**src/rtl/spi_rx_axis_if.sv**
```systemverilog
`default_nettype none
`timescale 1ns/1ps
// ============================================================================
// Module   : spi_rx_axis_if
// Brief    : AXI4-Stream word channel carrying tdata/tlast with handshake.
// Revision : 1.0 - initial release
// ============================================================================
interface spi_rx_axis_if #(
  parameter int DATA_W = 32
) ();
  logic [DATA_W-1:0] tdata;
  logic              tvalid;
  logic              tlast;
  logic              tready;

  modport master (output tdata, output tvalid, output tlast, input tready);
  modport slave  (input tdata, input tvalid, input tlast, output tready);
endinterface
`default_nettype wire

```
**src/rtl/spi_rx_axis.sv**
```systemverilog
`default_nettype none
`timescale 1ns/1ps
// ============================================================================
// Module   : spi_rx_axis
// Brief    : Oversampled multi-lane serial receiver feeding a framed AXI4-Stream
//            master through a word FIFO. Define SPI_RX_OVF_CNT_EN to build the
//            dropped-word counter; otherwise overflow_cnt reads 0.
// Revision : 1.0 - initial release
// ============================================================================
module spi_rx_axis #(
  parameter int DATA_W     = 32,
  parameter int LANES      = 1,
  parameter int FIFO_DEPTH = 8,
  parameter int FRAME_LEN  = 4
) (
  input  wire logic             aclk,
  input  wire logic             aresetn,
  input  wire logic             sclk,
  input  wire logic [LANES-1:0] sdata,
  input  wire logic             svalid,
  spi_rx_axis_if.master         m_axis,
  output logic                  overflow,
  output logic [15:0]           overflow_cnt
);

  localparam int c_BEATS  = DATA_W / LANES;
  localparam int c_BCNT_W = $clog2(c_BEATS + 1);
  localparam int c_FCNT_W = (FRAME_LEN > 1) ? $clog2(FRAME_LEN) : 1;
  localparam int c_PTR_W  = $clog2(FIFO_DEPTH);
  localparam int c_CNT_W  = c_PTR_W + 1;

  typedef enum logic [0:0] {
    ST_IDLE  = 1'b0,
    ST_SHIFT = 1'b1
  } state_t;

  // Synchroniser, edge detect and beat-aligned data
  logic [1:0]       r_sclk_sync;
  logic [1:0]       r_svalid_sync;
  logic [LANES-1:0] r_sdata_s1;
  logic [LANES-1:0] r_sdata_s2;
  logic             r_sclk_prev;
  logic             r_beat;
  logic             r_beat_valid;
  logic [LANES-1:0] r_beat_data;

  always_ff @(posedge aclk or negedge aresetn) begin
    if (!aresetn) begin
      r_sclk_sync   <= '0;
      r_svalid_sync <= '0;
      r_sdata_s1    <= '0;
      r_sdata_s2    <= '0;
      r_sclk_prev   <= 1'b0;
      r_beat        <= 1'b0;
      r_beat_valid  <= 1'b0;
      r_beat_data   <= '0;
    end else begin
      r_sclk_sync   <= {r_sclk_sync[0], sclk};
      r_svalid_sync <= {r_svalid_sync[0], svalid};
      r_sdata_s1    <= sdata;
      r_sdata_s2    <= r_sdata_s1;
      r_sclk_prev   <= r_sclk_sync[1];
      r_beat        <= r_sclk_prev & ~r_sclk_sync[1];
      r_beat_valid  <= r_svalid_sync[1];
      r_beat_data   <= r_sdata_s2;
    end
  end

  // Word assembler
  state_t              r_state;
  logic [DATA_W-1:0]   r_shift;
  logic [c_BCNT_W-1:0] r_beat_cnt;
  logic [c_FCNT_W-1:0] r_frame_cnt;
  logic                r_push;
  logic [DATA_W-1:0]   r_push_data;
  logic                r_push_last;
  logic [DATA_W-1:0]   w_shift_next;
  logic [c_BCNT_W-1:0] w_cnt_next;
  logic                w_word_open;

  always_comb begin
    w_word_open  = (r_state == ST_SHIFT) && (r_beat_cnt != '0);
    w_shift_next = ((w_word_open ? r_shift : '0) << LANES) | DATA_W'(r_beat_data);
    w_cnt_next   = (w_word_open ? r_beat_cnt : '0) + c_BCNT_W'(1);
  end

  always_ff @(posedge aclk or negedge aresetn) begin
    if (!aresetn) begin
      r_state     <= ST_IDLE;
      r_shift     <= '0;
      r_beat_cnt  <= '0;
      r_frame_cnt <= '0;
      r_push      <= 1'b0;
      r_push_data <= '0;
      r_push_last <= 1'b0;
    end else begin
      r_push <= 1'b0;
      if (r_beat) begin
        if (r_beat_valid) begin
          r_state <= ST_SHIFT;
          if (w_cnt_next == c_BCNT_W'(c_BEATS)) begin
            r_push      <= 1'b1;
            r_push_data <= w_shift_next;
            r_push_last <= (r_frame_cnt == c_FCNT_W'(FRAME_LEN - 1));
            r_frame_cnt <= (r_frame_cnt == c_FCNT_W'(FRAME_LEN - 1)) ? '0
                                                                     : r_frame_cnt + c_FCNT_W'(1);
            r_beat_cnt  <= '0;
            r_shift     <= '0;
          end else begin
            r_shift    <= w_shift_next;
            r_beat_cnt <= w_cnt_next;
          end
        end else if (r_state == ST_SHIFT) begin
          // Burst end: flush any partial word right-aligned and close the frame
          if (r_beat_cnt != '0) begin
            r_push      <= 1'b1;
            r_push_data <= r_shift;
            r_push_last <= 1'b1;
          end
          r_frame_cnt <= '0;
          r_beat_cnt  <= '0;
          r_shift     <= '0;
          r_state     <= ST_IDLE;
        end
      end
    end
  end

  // Word FIFO; capacity counts the word held in the output register
  logic [DATA_W:0]    r_mem [FIFO_DEPTH];
  logic [c_PTR_W-1:0] r_wr_ptr;
  logic [c_PTR_W-1:0] r_rd_ptr;
  logic [c_CNT_W-1:0] r_count;
  logic [DATA_W-1:0]  r_tdata;
  logic               r_tvalid;
  logic               r_tlast;
  logic               r_overflow;
  logic               w_pop;
  logic               w_out_free;
  logic               w_full;
  logic               w_accept;
  logic               w_drop;
  logic               w_mem_rd;
  logic               w_mem_wr;
  logic               w_bypass;

  always_comb begin
    w_pop      = r_tvalid & m_axis.tready;
    w_out_free = ~r_tvalid | m_axis.tready;
    w_full     = (r_count + c_CNT_W'(r_tvalid)) == c_CNT_W'(FIFO_DEPTH);
    w_accept   = r_push & (~w_full | w_pop);
    w_drop     = r_push & ~w_accept;
    w_mem_rd   = w_out_free & (r_count != '0);
    w_bypass   = w_out_free & (r_count == '0) & w_accept;
    w_mem_wr   = w_accept & ~w_bypass;
  end

  always_ff @(posedge aclk) begin
    if (w_mem_wr) begin
      r_mem[r_wr_ptr] <= {r_push_last, r_push_data};
    end
  end

  always_ff @(posedge aclk or negedge aresetn) begin
    if (!aresetn) begin
      r_wr_ptr   <= '0;
      r_rd_ptr   <= '0;
      r_count    <= '0;
      r_tdata    <= '0;
      r_tvalid   <= 1'b0;
      r_tlast    <= 1'b0;
      r_overflow <= 1'b0;
    end else begin
      if (w_mem_rd) begin
        {r_tlast, r_tdata} <= r_mem[r_rd_ptr];
        r_tvalid           <= 1'b1;
        r_rd_ptr           <= r_rd_ptr + c_PTR_W'(1);
      end else if (w_bypass) begin
        r_tdata  <= r_push_data;
        r_tlast  <= r_push_last;
        r_tvalid <= 1'b1;
      end else if (w_out_free) begin
        r_tvalid <= 1'b0;
      end
      if (w_mem_wr) begin
        r_wr_ptr <= r_wr_ptr + c_PTR_W'(1);
      end
      case ({w_mem_wr, w_mem_rd})
        2'b10:   r_count <= r_count + c_CNT_W'(1);
        2'b01:   r_count <= r_count - c_CNT_W'(1);
        default: r_count <= r_count;
      endcase
      if (w_drop) begin
        r_overflow <= 1'b1;
      end
    end
  end

  assign m_axis.tdata  = r_tdata;
  assign m_axis.tvalid = r_tvalid;
  assign m_axis.tlast  = r_tlast;
  assign overflow      = r_overflow;

`ifdef SPI_RX_OVF_CNT_EN
  logic [15:0] r_ovf_cnt;

  always_ff @(posedge aclk or negedge aresetn) begin
    if (!aresetn) begin
      r_ovf_cnt <= '0;
    end else if (w_drop && (r_ovf_cnt != 16'hFFFF)) begin
      r_ovf_cnt <= r_ovf_cnt + 16'd1;
    end
  end

  assign overflow_cnt = r_ovf_cnt;
`else
  assign overflow_cnt = 16'd0;
`endif

endmodule
`default_nettype wire
```
**src/flat_wrapper.sv**
```systemverilog
// flat-port wrapper written by rule: the top's interface ports become plain ports
module spi_rx_axis_flat 
#(
  parameter int DATA_W     = 32,
  parameter int LANES      = 1,
  parameter int FIFO_DEPTH = 8,
  parameter int FRAME_LEN  = 4
)
  (aclk, aresetn, sclk, sdata, svalid, overflow, overflow_cnt, m_axis_tdata, m_axis_tvalid, m_axis_tlast, m_axis_tready);
  spi_rx_axis_if #(.DATA_W(DATA_W)) m_axis_i ();
  input  wire logic aclk;
  input  wire logic aresetn;
  input  wire logic sclk;
  input  wire logic [LANES-1:0] sdata;
  input  wire logic svalid;
  output logic overflow;
  output logic [15:0] overflow_cnt;
  output wire logic [$bits(m_axis_i.tdata)-1:0] m_axis_tdata;
  output wire logic [$bits(m_axis_i.tvalid)-1:0] m_axis_tvalid;
  output wire logic [$bits(m_axis_i.tlast)-1:0] m_axis_tlast;
  input wire logic [$bits(m_axis_i.tready)-1:0] m_axis_tready;
  assign m_axis_tdata = m_axis_i.tdata;
  assign m_axis_tvalid = m_axis_i.tvalid;
  assign m_axis_tlast = m_axis_i.tlast;
  assign m_axis_i.tready = m_axis_tready;
  spi_rx_axis #(.DATA_W(DATA_W), .LANES(LANES), .FIFO_DEPTH(FIFO_DEPTH), .FRAME_LEN(FRAME_LEN)) u_core (.aclk(aclk), .aresetn(aresetn), .sclk(sclk), .sdata(sdata), .svalid(svalid), .m_axis(m_axis_i), .overflow(overflow), .overflow_cnt(overflow_cnt));
endmodule
```
**config.mk**
```make
export PLATFORM = sky130hd
export DESIGN_NAME = spi_rx_axis_flat
export DESIGN_NICKNAME = d
export VERILOG_FILES = /design/src/rtl/spi_rx_axis_if.sv /design/src/rtl/spi_rx_axis.sv /design/src/flat_wrapper.sv
export SDC_FILE = /design/constraint.sdc
export NUM_CORES = 1
export LEC_CHECK = 0
export CAP_MARGIN = 5
export CORE_UTILIZATION = 40
export DETAILED_ROUTE_END_ITERATION = 8
export GPL_TIMING_DRIVEN = 1
export PLACE_DENSITY = 0.66
export SLEW_MARGIN = 20
export SYNTH_ARGS = -nofsm -noshare
export SYNTH_HDL_FRONTEND = slang
export SYNTH_SLANG_ARGS = --single-unit
```
**constraint.sdc**
```tcl
create_clock -name aclk -period 14.7 [get_ports aclk]
set_clock_uncertainty 0.1 [all_clocks]
set_input_delay 2.94 -clock aclk [delete_from_list [all_inputs] [get_ports aclk]]
set_output_delay 2.94 -clock aclk [all_outputs]
set_load 0.1 [all_outputs]
```
==> results.json, run 1 <==
{
  "status": "complete, no violations",
  "core-area_sq_um": 38900,
  "pwr-share-clk_pct": 31.3,
  "synth_seq_cells": 394,
  "combPwrFrac_pct": 29.0,
  "p_per_area_nw_per_um2": 187,
  "dp_hpwl_mm": 17.8,
  "drc": 0,
  "synth_compound_area_share_pct": 7.19,
  "clk_latency_ns": 0.53,
  "gr-usage-all-layers_pct": 16.3,
  "synth.area.top_cells": "edfxtp_1, dfrtp_1, mux4_2, a32o_1, mux2i_1",
  "fin_tns_setup_ns": 0,
  "slowest_stage": "clkdlybuf4s50_1",
  "slew_violations": 0,
  "vias": 8388,
  "crit_chain": "clkdlybuf4s50_1, nand2b_1, buf_4, nand2_1, o211ai_1, buf_4, ha_1, xor2_1, ha_1, a21oi_1, xor2_1, nor2_1, xor2_1",
  "cts_resized": 0,
  "nNetsFinal": 961,
  "synth_seq_area_share_pct": 70.3,
  "critPathBufInv": 3,
  "drv_cap": 0,
  "r2r_slack_ns": 11.57,
  "wirelength_mm": 32.5,
  "r2r_start": "u_core.r_count[0]$_DFFE_PN0P_",
  "ir_drop_v": 0.0000832,
  "die_w_um": 201,
  "die_area_sq_um": 40600,
  "cts_buffers": 41,
  "cp_data_required_time_ns": 14.99,
  "wl_per_cell_um": 21.7,
  "setup_slack_ns": 9.36,
  "arrival_ns": 5.63,
  "rsz0062_at_grt": "no",
  "grt_overflow_total": 0,
  "setup_viol": 0,
  "cts_hold_buf": 0,
  "pwr-share-seq_pct": 39.6,
  "dr.pass1.iters": 5,
  "synth_edf_count": 264,
  "critPathLaunch": "m_axis_tready",
  "cts.sinks": 394,
  "crit_path_max_fanout": 37,
  "avgSynthCellArea_sq_um": 17.6,
  "p_sw_mw": 1.17,
  "synthSimpleGateAreaFrac_pct": 4.41,
  "io_pins": 57,
  "synth_area_leader_cell": "edfxtp_1",
  "synth-main-ff-cell": "edfxtp_1",
  "synthMuxAreaShare_pct": 13.8,
  "synthesis.area_sq_um": 15900,
  "worst-setup-path-type": "in -> reg",
  "place_inst": 1420,
  "port_buffers": 40,
  "synth-xor-area-share_pct": 0.661,
  "grt_pass1_wl_mm": 51.3,
  "fillCellCount": 3315,
  "synth_top_area_share_pct": 49.9,
  "ys_top_cells_by_count": "edfxtp_1, dfrtp_1, mux4_2",
  "antenna_found_initial": 0,
  "cts_tree": "built",
  "grt_max_degree": 87,
  "worstHoldPathType": "reg -> reg",
  "synth_cells": 905,
  "slew_headroom_pct": 29.9,
  "min_period_ns": 5.34,
  "swShare_pct": 34.1,
  "clockBufferDepth": 3,
  "post-route-period-util_pct": 36.3,
  "p_leak_nw": 6.59,
  "start_util_pct": 40.9,
  "start_kind": "input port",
  "drive_above_1_share_pct": 21.1,
  "grt_pass1_vias": 8638,
  "cts-htree-levels": 2,
  "clkTransAtPathRegs_ns": 0.06,
  "detail-route-antenna-nets": 0,
  "syn_to_final_growth_pct": 15.1,
  "critPathTopFamily": "buffers and inverters",
  "fmax_mhz": 187,
  "place_congestion": 0.784,
  "hold_path.startpoint": "u_core.r_sclk_sync[0]$_DFF_PN0_",
  "synth_cell_types": 56,
  "clockRootBuffer": "clkbuf_16",
  "antennaDiodeCount": 0,
  "synthAdderAreaFrac_pct": 0.708,
  "ys_async_sr_fraction_pct": 33.0,
  "via_per_inst": 5.61,
  "tightest_slew_ns": 1.05,
  "finalHoldViolations": 0,
  "yosys_warnings": 0,
  "place_ws_ns": 8.49,
  "instances_no_fill": 1496,
  "p_int_mw": 2.25,
  "crit_path_frequent_cell": "xor2_1",
  "cp-end-kind": "flip-flop",
  "num_rows": 72,
  "initialDrtViolationCount": 639,
  "synth_most_common_cell": "edfxtp_1",
  "cts_setup_buffers": 0,
  "die_h_um": 201,
  "cp_slowest_stage_delay_ns": 0.47,
  "synth_top_family_by_area": "multiplexers"
}
==> kinds of logic after synthesis <==
logic type      after synthesis
mux                         133
xor+xnor                     12
buf+inv                      91
fa+ha+maj                     9
other cells                   1
flops                       394
compound gates              137
simple gates                128
==> worst register-to-register path, stage by stage, from the launching register on <==
cell,delay [ns]
dfrtp_1,0.48
nor4_4,0.30
buf_4,0.48
nand2_1,0.14
o211ai_1,0.11
buf_4,0.27
ha_1,0.33
xor2_1,0.11
ha_1,0.20
a21oi_1,0.14
xor2_1,0.16
nor2_1,0.06
xor2_1,0.14
==> worst paths after layout <==
kind,cells after the start,end
setup / recovery,13,u_core.r_count[2]$_DFFE_PN0P_
hold reg to reg,0,u_core.r_sclk_sync[1]$_DFF_PN0_
setup reg to reg,12,u_core.r_count[2]$_DFFE_PN0P_
min in group asynchronous,1,u_core.r_shift[23]$_DFFE_PN0P_
max in group asynchronous,2,u_core.r_rd_ptr[1]$_DFFE_PN0P_
hold / removal,0,u_core.r_sclk_sync[1]$_DFF_PN0_
==> power by group through the flow <==
stage | Sequential, mW | Clock (mW) | Combinational [mW]
3_3_place_gp | 1.38 | 0 | 0.997
5_1_grt | 1.37 | 1.14 | 1.05
4_1_cts | 1.36 | 1.10 | 1.01
2_1_floorplan | 1.65 | 0 | 0.504
6_report | 1.36 | 1.07 | 0.993
3_5_place_dp | 1.38 | 0 | 1.00
==> registers in the layout, indices dropped and copies added, names as in the netlist <==
register and flops:
u_core.r_shift 32, u_core.r_beat_cnt 6, u_core.r_wr_ptr 3, u_core.r_sdata_s2 1, u_core.r_beat 1, u_core.overflow 1, u_core.r_sclk_prev 1, u_core.r_rd_ptr 3
u_core.r_sdata_s1 1, u_core.r_sclk_sync 2, u_core.r_beat_valid 1, u_core.r_push 1, u_core.r_count 4, u_core.r_beat_data 1, u_core.m_axis.tdata 32, u_core.m_axis.tvalid 1
u_core.r_state 1, u_core.m_axis.tlast 1, u_core.r_svalid_sync 2, u_core.r_push_last 1, u_core.r_mem 264, u_core.r_frame_cnt 2, u_core.r_push_data 32
==> layout make-up <==
type                            count  area [sq um]  area share (%)
Clock buffer                       54          1210            6.61
Clock inverter                     21           214            1.17
Inverter                            8          30.0           0.164
Multi-Input combinational cell    435          4410            24.1
Sequential cell                   394         11200            61.1
Tap cell                          518           648            3.54
Timing Repair Buffer               66           609            3.33
==> metal layers <==
layer  GRT usage [%]  part of all wire (%)  up-vias
met5               0                     0        -
li1                -                     -     3690
met3            2.35                   5.3       49
met1            23.6                    45     4413
met2            26.0                    48      236
met4            4.49                   2.0        0
==> stage by stage <==
| stage | total power [mW] | hold slack, ns | area [sq um] | util, % |
|---|---|---|---|---|
| final | 3.42 | 0.246 | 18300 | 47.0 |
| after global placement | 2.38 | 0.232 | 16900 | 43.3 |
| after floorplan | 2.15 | 0.231 | 16000 | - |
| after detailed placement | 2.38 | 0.235 | 16900 | 43.4 |
| after CTS | 3.46 | 0.248 | 18300 | 47.0 |
| after global routing | 3.56 | 0.251 | 18300 | 47.0 |
==> placed cells by master, fill, tap and decap left out, types with 33 or more instances in the layout <==
cell type,netlist,routed
nand4_1,35,35
clkbuf_16,0,45
dfrtp_1,130,127
a22o_1,34,34
o211ai_1,35,35
a32o_1,33,33
edfxtp_1,264,264
clkdlybuf4s50_1,0,39
mux4_2,66,66
mux2i_1,33,33
nand2_1,52,52
Note: power is estimated with default switching activity, not from simulation.
==> inputs of run 2 (changes only) <==
==> constraint.sdc (replaced) <==
create_clock -name aclk -period 5.2 [get_ports aclk]
set_clock_uncertainty 0.1 [all_clocks]
set_input_delay 1.04 -clock aclk [delete_from_list [all_inputs] [get_ports aclk]]
set_output_delay 1.04 -clock aclk [all_outputs]
set_load 0.1 [all_outputs]
==> run 2 against run 1 <==
Compared with the run above:
- total power rose to 2.8 times the previous value
- largest cell class unchanged
- largest power group unchanged
- final cell count is the same
- critical path depth down 12
- critical endpoint is now m_axis_tlast
==> results.json, run 2 (synthesis results as in run 1) <==
{
  "r2r_cells": 12,
  "cts_resized": 0,
  "p_sw_mw": 3.29,
  "die_h_um": 201,
  "finalHoldViolations": 0,
  "cts_tree": "built",
  "grt_pass1_vias": 8390,
  "pwr-share-seq_pct": 40.4,
  "slew_headroom_pct": 30.9,
  "detail-route-antenna-nets": 0,
  "fin_tns_setup_ns": 0,
  "worstHoldPathType": "reg -> reg",
  "clk_latency_ns": 0.54,
  "cp_slowest_stage_delay_ns": 1.18,
  "cts.sinks": 394,
  "r2r_start": "u_core.r_count[1]$_DFFE_PN0P_",
  "final_area_sq_um": 18400,
  "ir_drop_v": 0.000210,
  "slowest_stage": "clkdlybuf4s50_1",
  "die_area_sq_um": 40600,
  "crit_path_max_fanout": 2,
  "top_register": "u_core.r_mem",
  "setup_viol": 0,
  "place_inst": 1419,
  "wl_per_cell_um": 21.5,
  "seq_area_sq_um": 11200,
  "r2r_slack_ns": 2.03,
  "start_util_pct": 40.9,
  "p_per_area_nw_per_um2": 525,
  "vias": 8313,
  "die_w_um": 201,
  "via_per_inst": 5.56,
  "p_int_mw": 6.34,
  "critPathLaunch": "u_core.m_axis.tlast$_DFFE_PN0P_",
  "largest_register_ffs": 264,
  "cts_hold_buf": 0,
  "cts-htree-levels": 2,
  "drv_cap": 0,
  "cts_setup_buffers": 0,
  "gr-usage-all-layers_pct": 16.0,
  "crit_chain": "clkdlybuf4s50_1",
  "slew_violations": 0,
  "fillCellCount": 3318,
  "p_leak_nw": 6.71,
  "start_kind": "flip-flop",
  "place_congestion": 0.765,
  "initialDrtViolationCount": 795,
  "clockRootBuffer": "clkbuf_16",
  "drive_above_1_share_pct": 20.7,
  "dp_hpwl_mm": 18.3,
  "grt_max_degree": 92,
  "tightest_slew_ns": 1.04,
  "clkTransAtPathRegs_ns": 0.06,
  "wirelength_mm": 32.2,
  "combPwrFrac_pct": 28.0,
  "pwr-share-clk_pct": 31.6,
  "fmax_mhz": 303,
  "cp-end-kind": "output port",
  "instances_no_fill": 1496,
  "nNetsFinal": 960,
  "post-route-period-util_pct": 63.5,
  "status": "complete, no violations",
  "cts_buffers": 41,
  "io_pins": 57,
  "multiInputGateArea_sq_um": 4420,
  "arrival_ns": 2.16,
  "place_area_sq_um": 16900,
  "port_buffers": 40,
  "grt_pass1_wl_mm": 50.4,
  "syn_to_final_growth_pct": 15.4,
  "clockBufferDepth": 3,
  "core-area_sq_um": 38900,
  "min_period_ns": 3.30,
  "critPathBufInv": 1,
  "cp_data_required_time_ns": 4.06,
  "rr_endpoint": "u_core.r_count[2]$_DFFE_PN0P_",
  "final_common_cell": "edfxtp_1",
  "swShare_pct": 34.2,
  "final_cell_mix": "edfxtp_1, dfrtp_1, mux4_2",
  "worst-setup-path-type": "reg -> out",
  "crit_end": "m_axis_tlast",
  "antenna_found_initial": 0,
  "drc": 0,
  "rsz0062_at_grt": "no",
  "grt_overflow_total": 0,
  "critPathTopFamily": "buffers and inverters",
  "dr.pass1.iters": 5,
  "cp.depth": 1,
  "antennaDiodeCount": 0,
  "num_rows": 72
}
run 2: metrics by stage:
step | total power [mW] | hold slack (ns) | utilization [%] | setup WS [ns]
after floorplan | 6.01 | 0.231 | - | -0.807
after global placement | 6.65 | 0.233 | 43.3 | 1.51
after detailed placement | 6.67 | 0.236 | 43.5 | 1.50
after CTS | 9.73 | 0.249 | 47.1 | 1.88
after global routing | 9.99 | 0.252 | 47.2 | 1.77
final | 9.63 | 0.246 | 47.2 | 1.90
run 2: worst min-delay path by stage:
| stage | start | endpoint | cells past startpoint | slack, ns |
|---|---|---|---|---|
| detailed placement | u_core.r_sdata_s1$_DFF_PN0_ | u_core.r_sdata_s2$_DFF_PN0_ | 0 | 0.24 |
| CTS | u_core.r_sdata_s1$_DFF_PN0_ | u_core.r_sdata_s2$_DFF_PN0_ | 0 | 0.25 |
| global placement | u_core.r_svalid_sync[0]$_DFF_PN0_ | u_core.r_svalid_sync[1]$_DFF_PN0_ | 0 | 0.23 |
| global route | u_core.r_sdata_s1$_DFF_PN0_ | u_core.r_sdata_s2$_DFF_PN0_ | 0 | 0.25 |
| floorplan | u_core.r_sdata_s2$_DFF_PN0_ | u_core.r_beat_data$_DFF_PN0_ | 0 | 0.23 |
| finish | u_core.r_svalid_sync[0]$_DFF_PN0_ | u_core.r_svalid_sync[1]$_DFF_PN0_ | 0 | 0.25 |
run 2: metal layers:
layer / vias up / wire length (um) / track usage, %
met3: 34 / 1680 / 2.62
met4: 0 / 462 / 3.60
li1: 3694 / - / -
met5: - / 0 / 0
met1: 4382 / 14900 / 23.3
met2: 203 / 15200 / 25.4
run 2: layout make-up:
| cell class | instances | area share, % |
|---|---|---|
| clock buffer | 53 | 6.07 |
| clock inverter | 23 | 1.61 |
| inverter | 8 | 0.164 |
| multi-input combinational | 435 | 24.1 |
| sequential | 394 | 61.0 |
| tap | 518 | 3.53 |
| timing repair buffer | 65 | 3.57 |
run 2: power groups by stage:
stage	sequential, mW	clock [mW]	combinational [mW]
floorplan	4.68	0	1.33
global placement	3.96	0	2.69
CTS	3.90	3.11	2.72
global route	3.94	3.22	2.83
detailed placement	3.96	0	2.71
finish	3.89	3.05	2.69
==> inputs of run 3 (changes only) <==
--- a/config.mk
+++ b/config.mk
@@ -9,7 +9,7 @@
 export CORE_UTILIZATION = 40
 export DETAILED_ROUTE_END_ITERATION = 8
 export GPL_TIMING_DRIVEN = 1
-export PLACE_DENSITY = 0.66
+export PLACE_DENSITY = 0.68
 export SLEW_MARGIN = 20
 export SYNTH_ARGS = -nofsm -noshare
 export SYNTH_HDL_FRONTEND = slang
==> constraint.sdc (replaced) <==
create_clock -name aclk -period 2.8 [get_ports aclk]
set_clock_uncertainty 0.1 [all_clocks]
set_input_delay 0.56 -clock aclk [delete_from_list [all_inputs] [get_ports aclk]]
set_output_delay 0.56 -clock aclk [all_outputs]
set_load 0.1 [all_outputs]
==> run 3 against run 2 <==
Compared with the run above:
- combinational power is 110% higher
- clock power rose by 77%
- die area stayed put
- non-clock buffer count up 24
- final cell count is 1.7% higher
- count of clock-buffer cells in the layout rose by 11
- largest cell class unchanged
==> results.json, run 3 (synthesis results as in run 1) <==
{
  "die_w_um": 201,
  "swShare_pct": 35.1,
  "hold_depth": 0,
  "cts_tree": "built",
  "setup_viol": 0,
  "p_per_area_nw_per_um2": 972,
  "top_register": "u_core.r_mem",
  "num_rows": 72,
  "antenna_found_initial": 0,
  "cts_buffers": 42,
  "antennaDiodeCount": 0,
  "p_total_mw": 18.1,
  "min_period_ns": 2.76,
  "grt_overflow_total": 0,
  "drc": 0,
  "grt_pass1_wl_mm": 50.7,
  "worst-setup-path-type": "reg -> reg",
  "pwr-share-clk_pct": 30.0,
  "slew_violations": 0,
  "arrival_ns": 2.82,
  "grt_max_degree": 64,
  "gr-usage-all-layers_pct": 15.9,
  "port_buffers": 40,
  "via_per_inst": 5.53,
  "clockRootBuffer": "clkbuf_16",
  "nNetsFinal": 986,
  "final_cell_mix": "edfxtp_1, dfrtp_1, buf_4",
  "final_area_sq_um": 18600,
  "cts-htree-levels": 2,
  "tightest_slew_ns": 1.09,
  "place_congestion": 0.758,
  "pwr-share-seq_pct": 38.8,
  "fmax_mhz": 362,
  "p_sw_mw": 6.34,
  "core-area_sq_um": 38900,
  "critPathTopFamily": "simple AND/OR/NAND/NOR gates",
  "drive_above_1_share_pct": 27.0,
  "slowest_stage": "nor2_4",
  "grt_pass1_vias": 8588,
  "fin_hold_ws_ns": 0.241,
  "syn_to_final_growth_pct": 16.7,
  "post-route-period-util_pct": 98.7,
  "dr.pass1.iters": 5,
  "combPwrFrac_pct": 31.3,
  "cp_slowest_stage_delay_ns": 0.81,
  "clockBufferDepth": 3,
  "place_ws_ns": -0.101,
  "wirelength_mm": 32.1,
  "p_leak_nw": 6.79,
  "crit_path_max_fanout": 33,
  "cp-end-kind": "flip-flop",
  "setup_slack_ns": 0.0366,
  "die_area_sq_um": 40600,
  "dp_hpwl_mm": 19.3,
  "cp.depth": 8,
  "die_h_um": 201,
  "vias": 8418,
  "detail-route-antenna-nets": 0,
  "place_area_sq_um": 17100,
  "status": "complete, no violations",
  "fin_tns_setup_ns": 0,
  "initialDrtViolationCount": 616,
  "start_kind": "flip-flop",
  "cp_data_required_time_ns": 2.86,
  "ir_drop_v": 0.000554,
  "instances_no_fill": 1522,
  "place_inst": 1442,
  "drv_cap": 0,
  "slew_headroom_pct": 27.5,
  "rsz0062_at_grt": "yes",
  "p_int_mw": 11.7,
  "cts.sinks": 394,
  "start_util_pct": 40.9,
  "crit_path_frequent_cell": "ha_4",
  "r2r_cells": 8,
  "wl_per_cell_um": 21.1,
  "final_common_cell": "edfxtp_1",
  "critPathBufInv": 2,
  "clkTransAtPathRegs_ns": 0.06,
  "worstHoldPathType": "reg -> reg",
  "utilization_pct": 47.7,
  "clk_latency_ns": 0.54,
  "finalHoldViolations": 0,
  "largest_register_ffs": 264,
  "crit_chain": "ha_4, ha_4, a211oi_2, nand2_1, o211ai_1, buf_4, buf_12, nor2_4",
  "io_pins": 57
}
## run 3: area by class of cell
type	instances	area (sq um)
multi-input cells	436	4500
clock buffers	64	1230
repair buffers	89	813
clock inverters	13	146
flip-flops and latches	394	11200
fillers	3251	20400
well taps	518	648
inverters	8	30.0
## run 3: final timing paths
kind | start | end | slack (ns)
hold reg to reg | u_core.r_svalid_sync[1]$_DFF_PN0_ | u_core.r_beat_valid$_DFF_PN0_ | 0.24
min in group asynchronous | aresetn | u_core.r_svalid_sync[0]$_DFF_PN0_ | 0.49
max in group asynchronous | aresetn | u_core.r_push_data[30]$_DFFE_PN0P_ | 1.42
setup reg to reg | u_core.m_axis.tvalid$_DFFE_PN0P_ | u_core.r_mem[7][11]$_DFFE_PP_ | 0.04
hold / removal | u_core.r_svalid_sync[1]$_DFF_PN0_ | u_core.r_beat_valid$_DFF_PN0_ | 0.24
setup / recovery | u_core.m_axis.tvalid$_DFFE_PN0P_ | u_core.r_mem[7][11]$_DFFE_PP_ | 0.04
## run 3: power by group through the flow
stage	Clock, mW	Sequential, mW	Combinational [mW]
2_1_floorplan	0	8.68	2.73
3_3_place_gp	0	7.10	5.61
3_5_place_dp	0	7.11	5.66
4_1_cts	5.52	7.00	5.67
5_1_grt	5.72	7.05	5.96
6_report	5.41	7.00	5.64
## run 3: metal layers
layer	global-route usage (%)	wire length (um)	part of all wire, %
met5	0	0	0
met2	25.1	15200	47
met1	23.0	14700	46
met4	4.00	502	1.6
met3	2.72	1690	5.3
## run 3: timing repair
action,4_1_cts,5_1_grt
hold endpoints to repair,59,0
buffers inserted,0,1
resized for setup,0,5
endpoints found under the setup margin,0,10
hold buffers,1,0
